$ cat src/rtl/adxl362_burst_reader_if.sv
// SPI pins and published frame outputs of the ADXL362 burst reader.
// master = reader side, slave = sensor / consumer side.
interface adxl362_burst_reader_if #(
  parameter int NUM_AXES = 3
);
  logic                   enable;
  logic                   miso;
  logic                   sclk;
  logic                   mosi;
  logic                   cs;
  logic [16*NUM_AXES-1:0] axis_data;
  logic                   data_valid;
  logic                   init_done;
  logic                   busy;

  modport master (
    input  enable, miso,
    output sclk, mosi, cs, axis_data, data_valid, init_done, busy
  );

  modport slave (
    output enable, miso,
    input  sclk, mosi, cs, axis_data, data_valid, init_done, busy
  );
endinterface

$ cat src/rtl/adxl362_burst_reader.sv
// ADXL362 reader: one POWER_CTL write after power-up, then periodic burst reads
// of NUM_AXES 16-bit axis registers, published atomically with a one-cycle strobe.
//
//  state   | meaning
//  --------+--------------------------------------------------------------
//  S_PWRUP | wait PWRUP_TICKS after reset before touching the sensor
//  S_WR    | CS low, shift 0x0A 0x2D PWRCTL_VAL
//  S_GAP   | CS high, count GAP_TICKS; saturate until enable=1
//  S_RD    | CS low, shift 0x0B START_REG + 2*NUM_AXES dummy bytes
//  S_PUB   | copy shadow to axis_data, strobe data_valid
module adxl362_burst_reader #(
  parameter int         HALF_DIV    = 2,
  parameter int         NUM_AXES    = 3,
  parameter logic [7:0] START_REG   = 8'h0E,
  parameter logic [7:0] PWRCTL_VAL  = 8'h02,
  parameter int         PWRUP_TICKS = 24000,
  parameter int         GAP_TICKS   = 40000
) (
  input logic                    iclk,
  input logic                    rst,
  adxl362_burst_reader_if.master bus
);
  localparam int RXW     = 16 * NUM_AXES;
  localparam int TXW     = 16 + RXW;
  localparam int WR_BITS = 24;
  localparam int TMAX0   = (PWRUP_TICKS > GAP_TICKS) ? PWRUP_TICKS : GAP_TICKS;
  localparam int TMAX    = (TMAX0 > HALF_DIV) ? TMAX0 : HALF_DIV;
  localparam int TW      = $clog2(TMAX + 1);
  localparam int HW      = $clog2(2 * TXW + 2);

  localparam logic [TW-1:0] PWRUP_LAST = TW'(PWRUP_TICKS - 1);
  localparam logic [TW-1:0] GAP_LAST   = TW'(GAP_TICKS - 1);
  localparam logic [TW-1:0] HALF_LAST  = TW'(HALF_DIV - 1);
  localparam logic [HW-1:0] WR_HTOP    = HW'(2 * WR_BITS);
  localparam logic [HW-1:0] RD_HTOP    = HW'(2 * TXW);

  typedef enum logic [2:0] {S_PWRUP, S_WR, S_GAP, S_RD, S_PUB} state_t;

  state_t           state, state_n;
  logic [TW-1:0]    tmr, tmr_n;
  logic [HW-1:0]    hcnt, hcnt_n;
  logic             sclk_q, sclk_n;
  logic             cs_q, cs_n;
  logic [TXW-1:0]   tx_sr, tx_n;
  logic [RXW-1:0]   rx_sr, rx_n;
  logic [RXW-1:0]   axis_q, axis_n;
  logic [RXW-1:0]   shadow;
  logic             dv_q, dv_n;
  logic             init_q, init_n;
  logic             half_end;
  logic [HW-1:0]    h_top;

  // Byte k of the receive stream lands at shadow[8k+:8]: even k = L, odd k = H.
  always_comb begin
    shadow = '0;
    for (int k = 0; k < 2 * NUM_AXES; k++)
      shadow[8*k +: 8] = rx_sr[8*(2*NUM_AXES-1-k) +: 8];
  end

  always_ff @(posedge iclk or posedge rst) begin
    if (rst) begin
      state  <= S_PWRUP;
      tmr    <= '0;
      hcnt   <= '0;
      sclk_q <= 1'b0;
      cs_q   <= 1'b1;
      tx_sr  <= '0;
      rx_sr  <= '0;
      axis_q <= '0;
      dv_q   <= 1'b0;
      init_q <= 1'b0;
    end else begin
      state  <= state_n;
      tmr    <= tmr_n;
      hcnt   <= hcnt_n;
      sclk_q <= sclk_n;
      cs_q   <= cs_n;
      tx_sr  <= tx_n;
      rx_sr  <= rx_n;
      axis_q <= axis_n;
      dv_q   <= dv_n;
      init_q <= init_n;
    end
  end

  // Half-period index hcnt: 0 = CS setup, odd = SCLK high, even = SCLK low,
  // h_top+1 = CS hold before release.
  always_comb begin
    state_n  = state;
    tmr_n    = tmr;
    hcnt_n   = hcnt;
    sclk_n   = sclk_q;
    cs_n     = cs_q;
    tx_n     = tx_sr;
    rx_n     = rx_sr;
    axis_n   = axis_q;
    dv_n     = 1'b0;
    init_n   = init_q;
    half_end = (tmr == HALF_LAST);
    h_top    = (state == S_WR) ? WR_HTOP : RD_HTOP;
    case (state)
      S_PWRUP: begin
        if (tmr == PWRUP_LAST) begin
          state_n = S_WR;
          tmr_n   = '0;
          hcnt_n  = '0;
          cs_n    = 1'b0;
          sclk_n  = 1'b0;
          tx_n    = {8'h0A, 8'h2D, PWRCTL_VAL, {(TXW-WR_BITS){1'b0}}};
        end else begin
          tmr_n = tmr + TW'(1);
        end
      end
      S_WR, S_RD: begin
        if (!half_end) begin
          tmr_n = tmr + TW'(1);
        end else begin
          tmr_n = '0;
          if (hcnt == h_top + HW'(1)) begin
            cs_n   = 1'b1;
            hcnt_n = '0;
            if (state == S_WR) begin
              init_n  = 1'b1;
              state_n = S_GAP;
            end else begin
              state_n = S_PUB;
            end
          end else begin
            hcnt_n = hcnt + HW'(1);
            if (!hcnt[0] && hcnt != h_top) begin
              sclk_n = 1'b1;
              if (state == S_RD)
                rx_n = {rx_sr[RXW-2:0], bus.miso};
            end else if (hcnt[0]) begin
              sclk_n = 1'b0;
              tx_n   = {tx_sr[TXW-2:0], 1'b0};
            end
          end
        end
      end
      S_GAP: begin
        if (tmr >= GAP_LAST) begin
          if (bus.enable) begin
            state_n = S_RD;
            tmr_n   = '0;
            hcnt_n  = '0;
            cs_n    = 1'b0;
            sclk_n  = 1'b0;
            tx_n    = {8'h0B, START_REG, {RXW{1'b0}}};
          end
        end else begin
          tmr_n = tmr + TW'(1);
        end
      end
      S_PUB: begin
        // Timer already runs here so the gap is measured from the CS rise.
        axis_n  = shadow;
        dv_n    = 1'b1;
        tmr_n   = tmr + TW'(1);
        state_n = S_GAP;
      end
      default: state_n = S_PWRUP;
    endcase
  end

  assign bus.sclk       = sclk_q;
  assign bus.mosi       = tx_sr[TXW-1];
  assign bus.cs         = cs_q;
  assign bus.axis_data  = axis_q;
  assign bus.data_valid = dv_q;
  assign bus.init_done  = init_q;
  assign bus.busy       = ~cs_q;
endmodule

$ cat src/flat_wrapper.sv
// flat-port wrapper written by rule: the top's interface ports become plain ports
module adxl362_burst_reader_flat 
#(
  parameter int         HALF_DIV    = 2,
  parameter int         NUM_AXES    = 3,
  parameter logic [7:0] START_REG   = 8'h0E,
  parameter logic [7:0] PWRCTL_VAL  = 8'h02,
  parameter int         PWRUP_TICKS = 24000,
  parameter int         GAP_TICKS   = 40000
)
  (iclk, rst, bus_enable, bus_miso, bus_sclk, bus_mosi, bus_cs, bus_axis_data, bus_data_valid, bus_init_done, bus_busy);
  adxl362_burst_reader_if #(.NUM_AXES(NUM_AXES)) bus_i ();
  input logic iclk;
  input logic rst;
  input wire logic [$bits(bus_i.enable)-1:0] bus_enable;
  input wire logic [$bits(bus_i.miso)-1:0] bus_miso;
  output wire logic [$bits(bus_i.sclk)-1:0] bus_sclk;
  output wire logic [$bits(bus_i.mosi)-1:0] bus_mosi;
  output wire logic [$bits(bus_i.cs)-1:0] bus_cs;
  output wire logic [$bits(bus_i.axis_data)-1:0] bus_axis_data;
  output wire logic [$bits(bus_i.data_valid)-1:0] bus_data_valid;
  output wire logic [$bits(bus_i.init_done)-1:0] bus_init_done;
  output wire logic [$bits(bus_i.busy)-1:0] bus_busy;
  assign bus_i.enable = bus_enable;
  assign bus_i.miso = bus_miso;
  assign bus_sclk = bus_i.sclk;
  assign bus_mosi = bus_i.mosi;
  assign bus_cs = bus_i.cs;
  assign bus_axis_data = bus_i.axis_data;
  assign bus_data_valid = bus_i.data_valid;
  assign bus_init_done = bus_i.init_done;
  assign bus_busy = bus_i.busy;
  adxl362_burst_reader #(.HALF_DIV(HALF_DIV), .NUM_AXES(NUM_AXES), .START_REG(START_REG), .PWRCTL_VAL(PWRCTL_VAL), .PWRUP_TICKS(PWRUP_TICKS), .GAP_TICKS(GAP_TICKS)) u_core (.iclk(iclk), .rst(rst), .bus(bus_i));
endmodule
$ cat config.mk
export PLATFORM = sky130hd
export DESIGN_NAME = adxl362_burst_reader_flat
export DESIGN_NICKNAME = d
export VERILOG_FILES = /design/src/rtl/adxl362_burst_reader_if.sv /design/src/rtl/adxl362_burst_reader.sv /design/src/flat_wrapper.sv
export SDC_FILE = /design/constraint.sdc
export NUM_CORES = 1
export LEC_CHECK = 0
export CAP_MARGIN = 10
export CORE_ASPECT_RATIO = 2
export CORE_UTILIZATION = 57
export DETAILED_ROUTE_END_ITERATION = 7
export PLACE_DENSITY = 0.84
export SYNTH_ARGS = -nofsm -noshare
export SYNTH_HDL_FRONTEND = slang
export SYNTH_SLANG_ARGS = --single-unit
$ cat constraint.sdc
create_clock -name iclk -period 5 [get_ports iclk]
set_clock_uncertainty 0.05 [all_clocks]
set_input_delay 0.5 -clock iclk [delete_from_list [all_inputs] [get_ports iclk]]
set_output_delay 0.5 -clock iclk [all_outputs]
set_load 0.005 [all_outputs]
### Word-level counts from Yosys, hierarchy flattened

Cells that the tools add are included.

| cells by class | value |
|---|---|
| bitwise operators | 2 |
| reduce and logical (&&, ||, !) cells | 14 |
| add/subtract/negate cells | 3 |
| mux-type cells | 39 |
| magnitude comparators | 1 |
| equal/unequal tests | 18 |

Operator list:

| operator | number |
|---|---|
| 64-bit 2-to-1 mux | 7 |
| 64-bit case mux with 3 select lines | 1 |
| 16-bit 2-to-1 mux | 4 |
| 16-bit case mux with 4 select lines | 1 |
| 8-bit 2-to-1 mux | 6 |
| 8-bit case mux with 3 select lines | 1 |
| 3-bit 2-to-1 mux | 6 |
| 16-bit by 1-bit adder with 16-bit output, second input constant | 1 |
| 8-bit by 1-bit adder with 8-bit output, second input constant | 2 |
| 16-bit by 1-bit equality test with 1-bit output, second input constant | 1 |
| 16-bit by 15-bit equality test with 1-bit output, second input constant | 1 |
| 16-bit >= comparator, second input constant | 1 |
| 5-bit AND reduction | 3 |
| 3-bit case mux with 4 select lines | 1 |
| 1-bit 2-to-1 mux | 10 |
| 2-bit by 1-bit inequality test with 1-bit output, second input constant | 5 |
| 8-bit equality test | 1 |
| 8-bit inequality test | 1 |
| 8-bit AND reduction | 1 |
| 7-bit AND reduction | 1 |
| 3-bit by 2-bit equality test with 1-bit output, second input constant | 2 |
| 2-bit inequality test, second input constant | 3 |
| 1-bit case mux with 3 select lines | 2 |
| 6-bit AND reduction | 1 |
| other kinds (13) | 14 |

| storage, ports and cells | value |
|---|---|
| input bits | 4 |
| register bits | 191 |
| word-level logic and storage cells | 87 |
| output and inout port bits | 54 |

### Longest topological paths before layout

| depth | value |
|---|---|
| word-level depth | 8 |
| gate-level depth with buffers | 9 |
| mapped depth without buffers | 8 |

### Least setup slack after synthesis

Ideal clock, no wire load.

| timing | value |
|---|---|
| path type | register to register |
| start point | register u_core.state[1] |
| end point | register u_core.rx_sr[0] |
| buffers on the path | 3 |
| setup slack | 2941 ps |
| setup time | 125 ps |
| required time | 4825 ps |
| cell stages (with the launch flop) | 10 |
| data arrival time | 1884 ps |
| period minus slack after synthesis | 2059 ps |
| cell sequence | dfrtp_1 > buf_2 > nor3b_1 > mux2i_1 > nor2b_1 > o21ai_0 > nand4_1 > buf_6 > buf_6 > mux2_4 |

| on the way | value |
|---|---|
| word-level cells in the longest chain between the ends | 6 |
| elaborated cells on any way between the ends | 10 |
| those cells by class | add/sub (1); eq/ne (4); mux (1); bitwise (1); reduce/logical (3) |

Ends and longest elaborated chain:

| item | line | text |
|---|---|---|
| from (decl) | adxl362_burst_reader.sv:39 | `state_t state, state_n;` |
| from (signal assigned) | adxl362_burst_reader.sv:73 | `state <= state_n;` |
| 3-bit by 1-bit equality test with 1-bit output | adxl362_burst_reader.sv:100, adxl362_burst_reader.sv:101 |  |
| 8-bit 2-to-1 mux | adxl362_burst_reader.sv:100 | `h_top = (state == S_WR) ? WR_HTOP : RD_HTOP;` |
| 8-bit by 1-bit adder with 8-bit output | adxl362_burst_reader.sv:119 | `if (hcnt == h_top + HW'(1)) begin` |
| 8-bit equality test | adxl362_burst_reader.sv:119 |  |
| 1-bit inverter (no source line) | -- |  |
| 5-bit AND reduction (no source line) * | -- |  |
| to (signal assigned) | adxl362_burst_reader.sv:79 | `rx_sr <= rx_n;` |
| to (decl) | adxl362_burst_reader.sv:45 | `logic [RXW-1:0] rx_sr, rx_n;` |

Mark *: on every way between the ends. The rest lies on a longest branch, timed or not.
A chain may end at the register's enable or synchronous reset.

### Worst setup path in the final report

| timing | value |
|---|---|
| start point | register u_core.state[0] |
| end point | register u_core.tx_sr[56] |

| on the way | value |
|---|---|
| word-level cells in the longest chain between the ends | 6 |
| elaborated cells on any way between the ends | 20 |
| those cells by class | add/sub (1); eq/ne (12); mux (2); reduce/logical (5) |

Ends and longest elaborated chain:

| item | line | text |
|---|---|---|
| 3-bit by 1-bit equality test with 1-bit output | adxl362_burst_reader.sv:100, adxl362_burst_reader.sv:101 |  |
| 8-bit 2-to-1 mux | adxl362_burst_reader.sv:100 |  |
| 8-bit by 1-bit adder with 8-bit output or 8-bit inequality test (tied branches) | adxl362_burst_reader.sv:119, adxl362_burst_reader.sv:130 |  |
| 8-bit equality test or 1-bit logical AND (tied branches) | adxl362_burst_reader.sv:119, adxl362_burst_reader.sv:130 |  |
| 2-bit inequality test (no source line) | -- |  |
| 8-bit AND reduction (no source line) | -- |  |
| to (signal assigned) | adxl362_burst_reader.sv:78 | `tx_sr <= tx_n;` |
| to (decl) | adxl362_burst_reader.sv:44 | `logic [TXW-1:0] tx_sr, tx_n;` |

Several ways; a longest one is shown, not always the timed one.

==> flow_summary.json <==
{
  "status": "complete, no violations",
  "grt_max_degree": 121,
  "design_area_um2": 7815,
  "finalCritPeriodShare_pct": 59.54,
  "die_h_um": 153.7,
  "hold_buffers": 0,
  "nets": 671,
  "cts_tree": "built",
  "rows": 55,
  "avgSynthCellArea_um2": 10.72,
  "h-tree-depth": 4,
  "cts_resized": 0,
  "vias": 4600,
  "ys.flop_type": "dfrtp_1",
  "postRouteAntennaNets": 0,
  "vdd_ir_drop_max_v": 0.0003008,
  "rsz0062_at_grt": "no",
  "clk_path_buf_depth": 2,
  "grtUsageTotal_pct": 25.32,
  "ys_seq_area_share_pct": 57.22,
  "place.detailed.hpwl_mm": 8.706,
  "synthCells": 612,
  "cts_setup_buffers": 0,
  "power_density_nw_per_um2": 329.4,
  "final_max_slew_viol_count": 0,
  "drive_gt1_share_pct": 13.04,
  "diodes": 0,
  "clockRootBuffer": "clkbuf_16",
  "fp.dieW_um": 77.87,
  "worstMarginPinSlew_ps": 1026,
  "syn_area_um2": 6563,
  "first_pass_iters": 7,
  "portBuffers": 57,
  "crit_path_max_fanout": 18,
  "cp_data_arrival_time_ps": 3220,
  "drv_cap": 0,
  "register_area_um2": 3755,
  "setup_viol": 0,
  "tns_ps": 0,
  "crit_type": "register to register",
  "async_flop_share_pct": 100.0,
  "coreArea_um2": 11290,
  "drtIter0Drc": 277,
  "crit_end": "u_core.tx_sr[56]",
  "path_clk_slew_ps": 60,
  "crit-reg2reg-launch": "u_core.state[0]",
  "multi_input_area_um2": 2561,
  "start_kind": "register",
  "routedWlPerCell_um": 16.90,
  "fin_crit_ps": 2977,
  "place_area_um2": 7193,
  "endpoint_kind": "register",
  "hold_viol": 0,
  "synth_cell_types": 48,
  "antenna_found_initial": 0,
  "vias_per_cell": 5.630,
  "clkSinkCount": 150,
  "fillCellCount": 807,
  "cp_data_required_time_ps": 5250,
  "synth-seq-cells": 150,
  "synth_edf_count": 0,
  "routabilityCongestion": 0.9038,
  "io_pins": 58,
  "numCtsBuffers": 17,
  "r2r_slack_ps": 2020,
  "syn_nets": 621,
  "drcViolationCount": 0,
  "grt_pass1_vias": 4831,
  "hold_class": "register to register",
  "p_leak_nw": 4.033,
  "grt_pass1_wl_mm": 23.18,
  "fmax_mhz": 335.9,
  "overflow": 0,
  "yosysWarnings": 0,
  "rr_endpoint": "u_core.tx_sr[56]",
  "worstSkewPairLatency_ps": 420,
  "drt-total-wl_mm": 13.81,
  "start_util_pct": 58.15,
  "whs_ps": 423.4,
  "maxSlewHeadroom_pct": 31.60,
  "die-area_um2": 11970,
  "syn_to_final_growth_pct": 19.08,
  "min_path_cells": 2,
  "reg2reg_depth": 6,
  "worstSetupStartpoint": "u_core.state[0]"
}
-- flip-flops by register name, summed over array words and instances, names as in the netlist --
register and count:
u_core.bus.sclk 1, u_core.rx_sr 48, u_core.bus.axis_data 48, u_core.hcnt 8, u_core.tmr 16, u_core.bus.init_done 1, u_core.bus.cs 1, u_core.tx_sr 23
u_core.state 3, u_core.bus.data_valid 1
-- cells by family after synthesis --
kind of cell,share of synthesized area (%)
simple gates,19.14
flops,57.22
mux,12.64
buf+inv,3.794
compound gates,5.052
xor+xnor,1.201
fa+ha+maj,0.9533
-- Yosys cell counts, types with 11 or more instances --
library cell  number  area (um^2)
nand2_1          173        649.4
dfrtp_1          149         3729
nor2_1            24        90.09
inv_1             21        78.83
mux2_2            20        225.2
mux2_4            20        300.3
mux2i_1           18        180.2
o21ai_0           17        85.08
clkbuf_1          15        56.30
a21oi_1           12        60.06
nand3_1           12        60.06
mux2_1            11        123.9
nand4_1           11        68.82
nor3_1            11        55.05
-- critical path: stages, from the launching register on --
cell and delay [ps]:
dfrtp_1 590, nor3b_1 270, mux2i_1 300, nor2_1 160
o21ai_1 690, nand2_4 370, mux2_1 420
-- power by group --
part | switching (W) | internal [W] | leakage [nW]
sequential | 0.000000358 | 0.00121 | 1.96
clock | 0.000514 | 0.000819 | 0.294
combinational | 0.0000230 | 0.00000332 | 1.78
total | 0.000537 | 0.00204 | 4.03
-- area by class of cell --
| type | count | share of cell area (%) |
|---|---|---|
| sequential | 150 | 48.05 |
| tap | 142 | 2.273 |
| multi-input combinational | 409 | 32.77 |
| clock inverter | 12 | 2.113 |
| inverter | 21 | 1.073 |
| clock buffer | 20 | 5.844 |
| timing repair buffer | 63 | 7.877 |
-- through the flow --
step,utilization [%],power (W),instances,setup slack [ps]
global placement,63.74,0.001264,785,2099
CTS,69.25,0.002594,817,2025
floorplan,-,0.001255,612,415.3
finish,69.25,0.002574,817,2023
global route,69.25,0.002650,817,1820
detailed placement,63.74,0.001265,785,2069
-- layout by cell type (no fill, tap or decap), drive strengths merged, types with 9 or more instances in the layout --
cell           instances
nand3                 12
xor2                   9
o21ai                 19
nor3                  12
and3                  10
nand4                 11
mux2i                 18
nor2                  24
a21oi                 12
dfrtp                149
nand2                174
clkbuf                20
inv                   25
clkdlybuf4s50         57
mux2                  51
-- worst min path at each step --
stage	to	startpoint	slack, ps
2_1_floorplan	u_core.bus.axis_data[7]	u_core.rx_sr[47]	380
5_1_grt	u_core.bus.axis_data[7]	u_core.rx_sr[47]	460
6_report	u_core.bus.axis_data[5]	u_core.bus.axis_data[5]	420
4_1_cts	u_core.bus.axis_data[3]	u_core.bus.axis_data[3]	430
3_3_place_gp	u_core.bus.axis_data[7]	u_core.rx_sr[47]	400
3_5_place_dp	u_core.bus.axis_data[5]	u_core.bus.axis_data[5]	410
-- routing by layer --
metal  vias to the layer above  track usage [%]  routed length, um
met5                         -                0                  0
met4                         0            10.60                308
met3                        29            5.875                519
met2                       121            45.30               7618
met1                      2308            28.40               5362
li1                       2142                -                  -
No activity file was read; power rests on OpenSTA's default activity.
